`config.mk`:
```
export PLATFORM = sky130hd
export DESIGN_NAME = ucode_loader
export DESIGN_NICKNAME = d
export VERILOG_FILES = /design/src/rtl/ucode_pkg.sv /design/src/rtl/ucode_word_asm.sv /design/src/rtl/ucode_loader.sv
export SDC_FILE = /design/constraint.sdc
export NUM_CORES = 1
export LEC_CHECK = 0
export ABC_CLOCK_PERIOD_IN_PS = 2200
export BUFFER_PORTS_ARGS = -buffer_cell sky130_fd_sc_hd__buf_2
export CELL_PAD_IN_SITES_DETAIL_PLACEMENT = 0
export CELL_PAD_IN_SITES_GLOBAL_PLACEMENT = 2
export CORE_MARGIN = 2
export CORE_UTILIZATION = 31
export DETAILED_ROUTE_END_ITERATION = 16
export MAX_ROUTING_LAYER = met4
export PLACE_DENSITY = 0.78
export RECOVER_POWER = 25
export SETUP_SLACK_MARGIN = 0.02
export SLEW_MARGIN = 20
export SYNTH_ARGS = -nofsm -noshare
export SYNTH_HDL_FRONTEND = slang
export SYNTH_HIERARCHICAL = 1
export SYNTH_SLANG_ARGS = --single-unit
export TNS_END_PERCENT = 20
```
`constraint.sdc`:
```
create_clock -name clk -period 2.2 [get_ports clk]
set_input_delay 0.22 -clock clk [delete_from_list [all_inputs] [get_ports clk]]
set_output_delay 0.22 -clock clk [all_outputs]
set_load 0.05 [all_outputs]
```
`src/rtl/ucode_pkg.sv`:
```
// ucode_pkg: definitions shared by the microcode loader, the SAP-2 controller
// and the testbench. It holds the loader FSM states, the error codes, the
// frame/word geometry and the bit positions of control-word fields.
package ucode_pkg;

  localparam int          WORD_W = 35;
  localparam int          ADDR_W = 12;
  localparam logic [7:0]  SYNC   = 8'hA5;

  // Bytes per control word on the link, least-significant byte first.
  localparam int          WORD_BYTES = 5;

  // Error codes reported on err_code.
  localparam logic [1:0]  ERR_NONE = 2'd0;
  localparam logic [1:0]  ERR_ADDR = 2'd1;
  localparam logic [1:0]  ERR_WORD = 2'd2;
  localparam logic [1:0]  ERR_CHK  = 2'd3;

  // Outer control-word bit positions. The controller and the bench use the
  // same indices so that both agree on the layout.
  localparam int          CW_END = 34;
  localparam int          CW_RET = 0;

  typedef enum logic [2:0] {
    ST_IDLE   = 3'd0,
    ST_ADDR_H = 3'd1,
    ST_ADDR_L = 3'd2,
    ST_COUNT  = 3'd3,
    ST_DATA   = 3'd4,
    ST_WRITE  = 3'd5,
    ST_CHECK  = 3'd6
  } ld_state_e;

endpackage

```
`src/rtl/ucode_word_asm.sv`:
```
// ucode_word_asm: assembles one control word from five link bytes.
//   clk, rst_n  : clock, synchronous active-low reset
//   clr         : restart at byte 0 (new frame)
//   byte_en     : a data byte is being accepted this cycle
//   byte_in     : the data byte
//   word        : assembled word, valid while word_ready is high
//   word_ready  : final byte accepted and its unused upper bits are zero
//   top_bad     : final byte accepted with nonzero unused upper bits
// word/word_ready/top_bad are combinational on the final byte so the loader
// can register the store write directly on the next edge.
module ucode_word_asm
  import ucode_pkg::*;
#(
  parameter int WORD_W_P = WORD_W
) (
  input  logic                clk,
  input  logic                rst_n,
  input  logic                clr,
  input  logic                byte_en,
  input  logic [7:0]          byte_in,
  output logic [WORD_W_P-1:0] word,
  output logic                word_ready,
  output logic                top_bad
);

  // Number of payload bits carried by the final byte.
  localparam int TOP_W = WORD_W_P - 32;

  logic [2:0]  idx_q, idx_d;
  logic [31:0] lo_q, lo_d;
  logic        last_byte;
  logic        top_ok;

  assign last_byte = (idx_q == 3'(WORD_BYTES - 1));
  assign top_ok    = (byte_in[7:TOP_W] == '0);

  always_comb begin
    idx_d = idx_q;
    lo_d  = lo_q;
    if (clr) begin
      idx_d = '0;
    end else if (byte_en) begin
      if (last_byte) begin
        idx_d = '0;
      end else begin
        idx_d = idx_q + 3'd1;
        // Bytes arrive LSB first, so shift each new byte in from the top.
        lo_d  = {byte_in, lo_q[31:8]};
      end
    end
  end

  always_ff @(posedge clk) begin
    if (!rst_n) begin
      idx_q <= '0;
      lo_q  <= '0;
    end else begin
      idx_q <= idx_d;
      lo_q  <= lo_d;
    end
  end

  assign word       = {byte_in[TOP_W-1:0], lo_q};
  assign word_ready = byte_en & last_byte & top_ok;
  assign top_bad    = byte_en & last_byte & ~top_ok;

endmodule

```
`src/rtl/ucode_loader.sv`:
```
// ucode_loader: receives framed bytes from the host link and writes 35-bit
// microcode words into the control store. It holds the CPU in reset until a
// frame with a correct checksum has loaded.
//   clk, rst_n         : clock, synchronous active-low reset
//   in_data, in_valid  : stream byte and its valid flag
//   in_ready           : byte accepted when in_valid & in_ready
//   rom_we/addr/wdata  : registered control-store write port
//   cpu_hold           : keep the CPU in reset
//   busy               : a frame is in progress
//   done               : one-cycle pulse after a good frame
//   err, err_code      : sticky error, cleared by the next SYNC
//
// Frame: SYNC ADDR_H ADDR_L CNT {5 bytes}x(CNT+1) CHK
//
// state   | meaning
// --------+----------------------------------------------------
// IDLE    | discard bytes until SYNC
// ADDR_H  | start address [11:8]; upper nibble must be zero
// ADDR_L  | start address [7:0]
// COUNT   | number of words minus one
// DATA    | collect the 5 bytes of one word
// WRITE   | store strobe cycle; link stalled; advance address/count
// CHECK   | compare received CHK with the running XOR
module ucode_loader
  import ucode_pkg::*;
#(
  parameter int         WORD_W_P = WORD_W,
  parameter int         ADDR_W_P = ADDR_W,
  parameter logic [7:0] SYNC_P   = SYNC
) (
  input  logic                clk,
  input  logic                rst_n,
  input  logic [7:0]          in_data,
  input  logic                in_valid,
  output logic                in_ready,
  output logic                rom_we,
  output logic [ADDR_W_P-1:0] rom_addr,
  output logic [WORD_W_P-1:0] rom_wdata,
  output logic                cpu_hold,
  output logic                busy,
  output logic                done,
  output logic                err,
  output logic [1:0]          err_code
);

  ld_state_e             state_q, state_d;
  logic [ADDR_W_P-1:0]   addr_q, addr_d;
  logic [7:0]            cnt_q, cnt_d;
  logic [7:0]            chk_q, chk_d;
  logic                  rom_we_q, rom_we_d;
  logic [ADDR_W_P-1:0]   rom_addr_q, rom_addr_d;
  logic [WORD_W_P-1:0]   rom_wdata_q, rom_wdata_d;
  logic                  cpu_hold_q, cpu_hold_d;
  logic                  done_q, done_d;
  logic                  err_q, err_d;
  logic [1:0]            err_code_q, err_code_d;

  logic                  acc;
  logic                  sync_acc;
  logic                  asm_en;
  logic [WORD_W_P-1:0]   asm_word;
  logic                  asm_ready;
  logic                  asm_bad;

  assign in_ready = (state_q != ST_WRITE);
  assign acc      = in_valid & in_ready;
  assign sync_acc = acc & (state_q == ST_IDLE) & (in_data == SYNC_P);
  assign asm_en   = acc & (state_q == ST_DATA);

  ucode_word_asm #(
    .WORD_W_P (WORD_W_P)
  ) u_word_asm (
    .clk        (clk),
    .rst_n      (rst_n),
    .clr        (sync_acc),
    .byte_en    (asm_en),
    .byte_in    (in_data),
    .word       (asm_word),
    .word_ready (asm_ready),
    .top_bad    (asm_bad)
  );

  always_comb begin
    state_d     = state_q;
    addr_d      = addr_q;
    cnt_d       = cnt_q;
    chk_d       = chk_q;
    rom_we_d    = 1'b0;
    rom_addr_d  = rom_addr_q;
    rom_wdata_d = rom_wdata_q;
    cpu_hold_d  = cpu_hold_q;
    done_d      = 1'b0;
    err_d       = err_q;
    err_code_d  = err_code_q;

    unique case (state_q)
      ST_IDLE: begin
        if (sync_acc) begin
          err_d      = 1'b0;
          err_code_d = ERR_NONE;
          cpu_hold_d = 1'b1;
          chk_d      = '0;
          state_d    = ST_ADDR_H;
        end
      end

      ST_ADDR_H: begin
        if (acc) begin
          chk_d = chk_q ^ in_data;
          if (in_data[7:4] != 4'h0) begin
            err_d      = 1'b1;
            err_code_d = ERR_ADDR;
            state_d    = ST_IDLE;
          end else begin
            addr_d  = {in_data[ADDR_W_P-9:0], addr_q[7:0]};
            state_d = ST_ADDR_L;
          end
        end
      end

      ST_ADDR_L: begin
        if (acc) begin
          chk_d       = chk_q ^ in_data;
          addr_d[7:0] = in_data;
          state_d     = ST_COUNT;
        end
      end

      ST_COUNT: begin
        if (acc) begin
          chk_d   = chk_q ^ in_data;
          cnt_d   = in_data;
          state_d = ST_DATA;
        end
      end

      ST_DATA: begin
        if (acc) begin
          chk_d = chk_q ^ in_data;
          if (asm_bad) begin
            err_d      = 1'b1;
            err_code_d = ERR_WORD;
            state_d    = ST_IDLE;
          end else if (asm_ready) begin
            rom_we_d    = 1'b1;
            rom_addr_d  = addr_q;
            rom_wdata_d = asm_word;
            state_d     = ST_WRITE;
          end
        end
      end

      ST_WRITE: begin
        // Address wraps naturally at the store size.
        addr_d = addr_q + ADDR_W_P'(1);
        if (cnt_q == 8'd0) begin
          state_d = ST_CHECK;
        end else begin
          cnt_d   = cnt_q - 8'd1;
          state_d = ST_DATA;
        end
      end

      ST_CHECK: begin
        if (acc) begin
          if (in_data == chk_q) begin
            done_d     = 1'b1;
            cpu_hold_d = 1'b0;
          end else begin
            err_d      = 1'b1;
            err_code_d = ERR_CHK;
          end
          state_d = ST_IDLE;
        end
      end

      default: state_d = ST_IDLE;
    endcase
  end

  always_ff @(posedge clk) begin
    if (!rst_n) begin
      state_q     <= ST_IDLE;
      addr_q      <= '0;
      cnt_q       <= '0;
      chk_q       <= '0;
      rom_we_q    <= 1'b0;
      rom_addr_q  <= '0;
      rom_wdata_q <= '0;
      cpu_hold_q  <= 1'b1;
      done_q      <= 1'b0;
      err_q       <= 1'b0;
      err_code_q  <= ERR_NONE;
    end else begin
      state_q     <= state_d;
      addr_q      <= addr_d;
      cnt_q       <= cnt_d;
      chk_q       <= chk_d;
      rom_we_q    <= rom_we_d;
      rom_addr_q  <= rom_addr_d;
      rom_wdata_q <= rom_wdata_d;
      cpu_hold_q  <= cpu_hold_d;
      done_q      <= done_d;
      err_q       <= err_d;
      err_code_q  <= err_code_d;
    end
  end

  assign rom_we    = rom_we_q;
  assign rom_addr  = rom_addr_q;
  assign rom_wdata = rom_wdata_q;
  assign cpu_hold  = cpu_hold_q;
  assign busy      = (state_q != ST_IDLE);
  assign done      = done_q;
  assign err       = err_q;
  assign err_code  = err_code_q;

endmodule

```
After elaboration in Yosys (flattened, before gate mapping):

Cells that the tools add are included.

* flip-flop bits (word level): 119
* word-level logic and storage cells: 125

* add/subtract/negate cells: 3
* equal/unequal tests: 24
* muxes and demuxes: 44
* bitwise operators: 16
* reductions and logical operators: 24

Operators with widths (number)
* $mux 8: 4
* $pmux 8 s2: 2
* $mux 3: 9
* $mux 12: 2
* $ne 2x2->1 const B: 12
* $pmux 8 s3: 1
* $pmux 3 s7: 1
* $mux 2: 9
* $reduce_and 3->1: 6
* $add 12x1->12 const B: 1
* $eq 3x3->1 const B: 4
* $mux 1: 12
* $reduce_bool 2->1: 5
* $eq 8x8->1: 1
* $eq 8x8->1 const B: 1
* $logic_not 8->1: 1
* $not 1->1: 8
* $pmux 2 s4: 1
* $pmux 4 s2: 1
* $reduce_and 4->1: 2
* $reduce_and 8->1: 1
* $reduce_bool 4->1: 2
* $reduce_or 4->1: 2
* $sub 8x1->8 const B: 1
* other kinds (14): 22

Logic depth before layout (Yosys ltp):

Gate-level depths: netlist (run 1).

* depth after elaboration: 9
* gate-level depth with buffers: 12
* gate-level depth less buffers: 9

Modules after synthesis:

Netlist (run 1), hierarchy kept.

By module, submodules not included
* ucode_loader: instances 1, cells an instance 503, area an instance 3937.5 µm², seq. area each 1681.6 µm²
* ucode_word_asm: instances 1, cells an instance 139, area an instance 1428.9 µm², seq. area each 700.7 µm²

Least setup slack after synthesis (run 1):

Ideal clock, no wire load.

* path kind: register to register
* start point: register state_q[0]
* end point: register state_q[1]
* arrival time: 2127 ps
* setup slack: -43 ps
* cell stages (with the launch flop): 12
* buffers on the path: 2
* period minus slack after synthesis: 2243 ps
* path through: dfxtp_1 buf_2 nor2b_2 and3b_1 buf_6 nand3_1 nor2_1 o21ai_0 and3_1 a211oi_4 o221ai_1 o211a_1

* cells in the longest elaborated chain, start to end: 8
* elaborated cells between the ends (all ways): 26

RTL lines
* start: declaration: RTL line ucode_loader.sv:46 `ld_state_e state_q, state_d;`
* start signal: assignment: RTL line ucode_loader.sv:195 `state_q <= state_d;`
* $ne 3x3->1: RTL line ucode_loader.sv:65 `assign in_ready = (state_q != ST_WRITE);`
* $and 1x1->1: RTL line ucode_loader.sv:66 `assign acc = in_valid & in_ready;`
* $and 1x1->1 *: RTL line ucode_loader.sv:68 `assign asm_en = acc & (state_q == ST_DATA);`
* net asm_en: RTL line ucode_loader.sv:60 `logic asm_en;`
* $and 1x1->1 * (2 in a row): RTL line ucode_word_asm.sv:65 `assign top_bad = byte_en & last_byte & ~top_ok;`
* net asm_bad: RTL line ucode_loader.sv:63 `logic asm_bad;`
* $mux 3: RTL line ucode_loader.sv:140 `if (asm_bad) begin`
* $mux 3: RTL line ucode_loader.sv:138 `if (acc) begin`
* $pmux 3 s7: RTL line ucode_loader.sv:96 `unique case (state_q)`

Mark *: on every way through the listed nets, which the timed path passes. The rest lies on a longest branch. The select of a mux whose other input is x is not followed.
A chain may end at the register's enable or synchronous reset.

Worst setup path in the final report (run 1):

* start point: register state_q[2]
* end point: register err_q (netlist: err)

* cells in the longest elaborated chain, start to end: 7
* elaborated cells between the ends (all ways): 21

RTL lines
* $ne 3x3->1: RTL line ucode_loader.sv:65
* $and 1x1->1: RTL line ucode_loader.sv:66
* $and 1x1->1 *: RTL line ucode_loader.sv:68
* net asm_en: RTL line ucode_loader.sv:60
* $and 1x1->1 * (2 in a row): RTL line ucode_word_asm.sv:65
* net asm_bad: RTL line ucode_loader.sv:63
* $ne 2x2->1 (no line) *
* $reduce_and 8->1 (no line) *
* end signal: assignment: RTL line ucode_loader.sv:204 `err_q <= err_d;`
* end: declaration: RTL line ucode_loader.sv:55 `logic err_q, err_d;`

Mark *: on every way through the listed nets, which the timed path passes. The rest lies on a longest branch.

==> metrics.md, run 1 <==
| Metric | Value |
|---|---|
| Clock latency on the worst-skew pair | `roughly 420 ps` |
| Max-cap viol count | `0` |
| Internal power | `between 4 and 5 mW` |
| Worst Tran Pin Value | `606 ps` |
| Tightest Hold Check Type | `input port to flip-flop` |
| Number of synthesized flops with an enable pin | `0` |
| H-Tree Depth | `4` |
| CTS Buf Count | `17` |
| CP max FO | `5` |
| Ant diodes | `0` |
| Tcrit/Tclk final | `0.976` |
| Vias in the first global route | `4496` |
| Die Span Y | `roughly 140 um` |
| Clk root buf | `clkbuf_16` |
| Slew HR | `0.585` |
| Clock power frac | `0.450` |
| Fillers | `1786` |
| Unrepaired setup endpoints after global routing | `true` |
| Main synth FF type | `dfxtp_1` |
| Post-CTS Setup Inserts | `0` |
| Status | `finished, final reports clean` |
| Global-route wire length before repair | `~23 mm` |
| Peak supply drop | `667 uV` |
| I/O Pins | `66` |
| Synth top cells by count | `nand2_1 (157), dfxtp_1 (119), a21oi_1 (82)` |
| Die width | `between 100 and 150 um` |
| Synth-to-layout area growth | `22.0%` |
| Core Region | `17100 um^2` |
| Synthesized flop and latch total | `119` |
| Final TNS setup | `0 ps` |
| Final nets | `724` |
| Post-route cell area | `around 6500 um^2` |
| Antenna-violating nets left | `0` |
| Flop pwr share | `0.366` |
| Ys async rst share | `0` |
| Detailed placement HPWL | `~9.9 mm` |
| Site row count | `48` |
| Post-synth top area cell | `dfxtp_1` |
| Seq/Total Area, Yosys | `0.444` |
| YS warnings | `6` |
| Initial antenna violation count | `0` |
| Clock Pin Slew Worst Setup and Hold Paths | `around 60 ps` |
| Total Die Area | `18400 um^2` |
| Worst path required time | `between 2000 and 3000 ps` |
| CP Launch Type | `flip-flop` |
| Iter 0 DRT Violations | `242` |
| DR pass1 iterations | `5` |
| CTS tree | `done` |
| Post-synthesis cell count | `approximately 640` |
| Post-Syn Area | `5370 um^2` |
| Clock skew | `6.05 ps` |
| Switching Power | `between 1.5 and 2 mW` |
| Net Sw Frac | `0.291` |
| Starting density of the core | `0.314` |
| Placed inst area | `around 6000 um^2` |
| Count leader, synth | `nand2_1` |
| Synth cell types | `68` |
| Pin count of the biggest net entering global routing | `49` |
| Critical Path Sink Type | `flip-flop` |
| GRT Total Usage | `0.162` |
| Synth top area share | `0.444` |
| Final Critical Period | `approximately 2100 ps` |
| Max-slew violations | `0` |
| Vias | `between 4k and 5k` |
| Gpl congestion | `around 0.80` |
| Overflow after GRT | `0` |
| CTS sink cnt | `119` |
| Layout cells sized above 1 | `0.144` |
| Crit path DAT | `around 2500 ps` |
| Final Hold Fails | `0` |
| Crit Path Category | `flip-flop to flip-flop` |
| Port bufs | `between 60 and 70` |
| Via density | `a little under 5` |
| Mapped Avg Cell Area | `approximately 8.4 um^2` |
| Comb power frac | `0.184` |
| Setup Viol. Count Final | `0` |
| Wire length per cell | `between 10 and 15 um` |
| LEAKAGE | `between 2 and 3 nW` |
| Max Root-Sink Buffers | `2` |
| Top cells by area, synth | `dfxtp_1 (44%), nand2_1 (11%), a21oi_1 (7.6%), mux2i_1 (6.3%), nor2_1 (2.4%)` |
| FMAX | `~470 MHz` |
| Routed WL | `roughly 14 mm` |
| # DRC | `0` |
| Syn Nets | `around 660` |
| PwrDens | `971 nW/um^2` |
-- area by class of cell --
cell class / instances / area [um^2] / share of cell area
Clock inverter: 14 / 173 / 0.0264
Multi-Input combinational cell: 464 / 2650 / 0.405
Tap cell: 225 / 282 / 0.0430
Clock buffer: 18 / 439 / 0.0671
Inverter: 9 / 46.3 / 0.00707
Timing Repair Buffer: 97 / 576 / 0.0879
Sequential cell: 119 / 2380 / 0.364
-- power groups by stage --
stage,clock network [mW],logic [mW],registers (mW)
after CTS,2.92,1.17,2.33
after global placement,0,1.15,2.37
final,2.86,1.17,2.33
after global routing,3.02,1.29,2.34
after detailed placement,0,1.17,2.38
after floorplan,0,0.885,2.38
-- worst max-delay path: stages, from the launching register on --
cell	delay [ps]
dfxtp_1	320
nor2b_4	140
and3b_1	180
nand3_1	200
nor2_2	250
a21boi_0	110
o32a_1	210
a22oi_2	260
a21oi_1	120
a311oi_1	270
-- registers in the layout, summed over array words and instances (netlist names) --
signal            cells
rom_wdata            35
u_word_asm/lo_q      32
addr_q               12
rom_addr             12
chk_q                 8
cnt_q                 8
state_q               3
u_word_asm/idx_q      3
err_code              2
cpu_hold              1
done                  1
err                   1
rom_we                1
-- layer usage --
layer  wire [um]  vias to the layer above  share of wire  global-route usage
met5           0                        -              0                   -
met1        6330                     2201           0.45               0.191
met4         325                        0          0.023              0.0660
met2        6910                       99           0.49               0.269
li1            -                     2344              -                   -
met3         526                       30          0.037              0.0340
-- placed cells by master (no fill, tap or decap), types with 4 or more instances in the layout --
cell	count
a21oi_1	81
and3_1	5
buf_12	5
buf_2	23
buf_4	27
clkbuf_1	42
clkbuf_16	17
dfxtp_1	119
ha_1	5
inv_1	7
mux2i_1	34
nand2_1	157
nand3_1	13
nand3b_1	8
nand4_1	4
nor2_1	34
nor2b_1	6
nor3_1	7
o211a_1	4
o21ai_0	17
o21ai_1	7
or3_1	4
xnor2_1	9
-- logic make-up after synthesis --
family,synth area share
xor gates and xnor gates,0.0196
AOI/OAI and AO/OA,0.165
adders and majority gates,0.0117
and+or+nand+nor,0.230
buffers and inverters,0.0641
DFF,0.444
muxes,0.0655
-- metrics by stage --
step	cells	utilization	power (mW)	setup slack (ps)	hold slack [ps]
6_report	946	0.383	6.36	52.6	197
5_1_grt	946	0.383	6.65	-121	188
4_1_cts	946	0.385	6.42	42.2	176
3_5_place_dp	914	0.350	3.54	49.4	443
3_3_place_gp	914	0.350	3.53	110	441
2_1_floorplan	642	-	3.26	28.1	359
-- what timing repair did --
action | CTS | global route
setup endpoints to repair | 0 | 9
resized for setup | 0 | 1
hold buffers | 0 | 0
-- worst paths after layout --
check        depth (start not counted)                      start  slack, ps                        end
max reg2reg                          9    state_q[2]$_SDFFE_PN0P_         50           err$_SDFFE_PN0P_
min reg2reg                          2  rom_wdata[3]$_SDFFE_PN0P_        450  rom_wdata[3]$_SDFFE_PN0P_
max                                  9    state_q[2]$_SDFFE_PN0P_         50           err$_SDFFE_PN0P_
min                                  3                 in_data[7]        200      chk_q[7]$_SDFFE_PN0P_
Power figures use the tool's default switching activity.
==> inputs of run 2 (changes only) <==
Settings changed: GPL_TIMING_DRIVEN set to 1, RECOVER_POWER 25 to not set.
==> metrics.md, run 2 (synthesized netlist as in run 1, its figures left out) <==
| Metric | Value |
|---|---|
| Setup Viol. Count Final | `0` |
| Post-CTS Setup Inserts | `0` |
| Worst hold path depth | `3` |
| Initial antenna violation count | `0` |
| CP max stage cell | `dfxtp_1` |
| Max Root-Sink Buffers | `2` |
| Post-route cell area | `roughly 6600 um^2` |
| Buf/Inv on CP | `0` |
| CP max FO | `5` |
| Clock Pin Slew Worst Setup and Hold Paths | `60 ps` |
| Status | `finished, final reports clean` |
| Wire length per cell | `14.8 um` |
| Global-route wire length before repair | `~23 mm` |
| CP peak stage delay | `330 ps` |
| CTS Buf Count | `17` |
| Slew HR | `0.585` |
| I/O Pins | `66` |
| R2R setup slack | `about 55 ps` |
| DR pass1 iterations | `5` |
| Hold path start | `in_data[7]` |
| Port bufs | `between 60 and 70` |
| Core Region | `17100 um^2` |
| Clk root buf | `clkbuf_16` |
| Via density | `4.95` |
| Max-cap viol count | `0` |
| Ant diodes | `0` |
| Site row count | `48` |
| Tcrit/Tclk final | `0.975` |
| Commonest non-fill, non-tap cell in the layout | `nand2_1` |
| CTS tree | `done` |
| Placed inst area | `around 6000 um^2` |
| Worst path required time | `around 2500 ps` |
| GRT Total Usage | `0.162` |
| Synth-to-layout area growth | `23.0%` |
| FMAX | `~470 MHz` |
| Gpl congestion | `~0.8` |
| Vias | `~4.7k` |
| Worst path cell trace | `nor2b_4 > and3b_1 > nand3_1 > nor2_2 > a21boi_0 > o32a_1 > a22oi_2 > a21oi_1 > a311oi_1` |
| Critical Path Sink Type | `flip-flop` |
| Max-slew violations | `0` |
| Tightest Hold Check Type | `input port to flip-flop` |
| Clock skew | `5.98 ps` |
| Die Span Y | `136 um` |
| Final Util | `0.386` |
| Unrepaired setup endpoints after global routing | `true` |
| Worst r2r path cells | `9` |
| Final Hold Fails | `0` |
| Crit Path Category | `flip-flop to flip-flop` |
| Overflow after GRT | `0` |
| CTS sink cnt | `~120` |
| R2R Path Start | `state_q[2]$_SDFFE_PN0P_` |
| Die width | `136 um` |
| Peak supply drop | `666 uV` |
| Antenna-violating nets left | `0` |
| Hold path endpoint | `chk_q[7]$_SDFFE_PN0P_` |
| Iter 0 DRT Violations | `279` |
| LEAKAGE | `approximately 2.8 nW` |
| Clock latency on the worst-skew pair | `~420 ps` |
| Max reg flops | `35` |
| Worst Tran Pin Value | `607 ps` |
| PwrDens | `about 960 nW/um^2` |
| Crit path DAT | `around 2500 ps` |
| Worst path top cell family by delay | `compound AO/OA/AOI/OAI gates` |
| Final nets | `roughly 720` |
| CP Launch Type | `flip-flop` |
| Detailed placement HPWL | `between 9 and 10 mm` |
| Commonest non-fill, non-tap cells in the layout | `nand2_1 (157), dfxtp_1 (119), a21oi_1 (81)` |
| Routed WL | `~14 mm` |
| H-Tree Depth | `4` |
| Vias in the first global route | `4496` |
| Hold slack | `between 150 and 200 ps` |
| # DRC | `0` |
| Final Critical Period | `about 2100 ps` |
| Total Die Area | `between 15000 and 20000 um^2` |
| RR Endpoint | `err$_SDFFE_PN0P_` |
| Layout cells sized above 1 | `0.202` |
| Fillers | `between 1.5k and 2k` |
| Starting density of the core | `0.314` |
| Pin count of the biggest net entering global routing | `49` |
[run 2: how the worst max path moves through the flow]
stage / startpoint / end / slack [ps] / cells past startpoint
global placement: state_q[2]$_SDFFE_PN0P_ / state_q[1]$_SDFFE_PN0P_ / 110 / 9
CTS: state_q[2]$_SDFFE_PN0P_ / err$_SDFFE_PN0P_ / 40 / 9
global route: state_q[2]$_SDFFE_PN0P_ / err$_SDFFE_PN0P_ / -120 / 9
finish: state_q[2]$_SDFFE_PN0P_ / err$_SDFFE_PN0P_ / 50 / 9
floorplan: state_q[0]$_SDFFE_PN0P_ / state_q[1]$_SDFFE_PN0P_ / 30 / 11
detailed placement: state_q[2]$_SDFFE_PN0P_ / err$_SDFFE_PN0P_ / 50 / 9
[run 2: stage by stage]
stage	total power [mW]	setup WS, ps	instances	TNS, ps
detailed placement	3.54	49.4	914	0
floorplan	3.26	28.1	642	0
global placement	3.53	110	914	0
CTS	6.42	42.2	946	0
finish	6.37	54.7	946	0
global route	6.65	-121	946	-318
[run 2: final cells by class]
| type | count | area [um^2] | area share |
|---|---|---|---|
| clock buffer | 18 | 439 | 0.0665 |
| tap | 225 | 282 | 0.0426 |
| inverter | 9 | 46.3 | 0.00701 |
| sequential | 119 | 2380 | 0.361 |
| timing repair buffer | 97 | 628 | 0.0951 |
| multi-input combinational | 464 | 2650 | 0.402 |
| clock inverter | 14 | 173 | 0.0262 |
[run 2: timing repair]
item	4_1_cts	5_1_grt
endpoints found under the setup margin	0	9
resized for setup	0	1
hold buffers	0	0
[run 2: power by group]
group	internal (mW)	leakage, nW	switching [mW]
clock network	1.82	0.297	1.05
logic	0.450	1.50	0.721
registers	2.25	0.960	0.0848
total	4.51	2.76	1.85
[run 2: routing by layer]
metal	global-route usage	wire [um]	vias up	share of wire
met5	-	0	-	0
met4	0.0660	308	0	0.022
met3	0.0340	524	26	0.037
met2	0.269	6910	99	0.49
met1	0.191	6270	2205	0.45
li1	-	-	2349	-
[run 2: tightest hold or removal path, stage by stage]
cell	delay, ps
buf_2	170
nand3b_1	100
a21oi_1	60
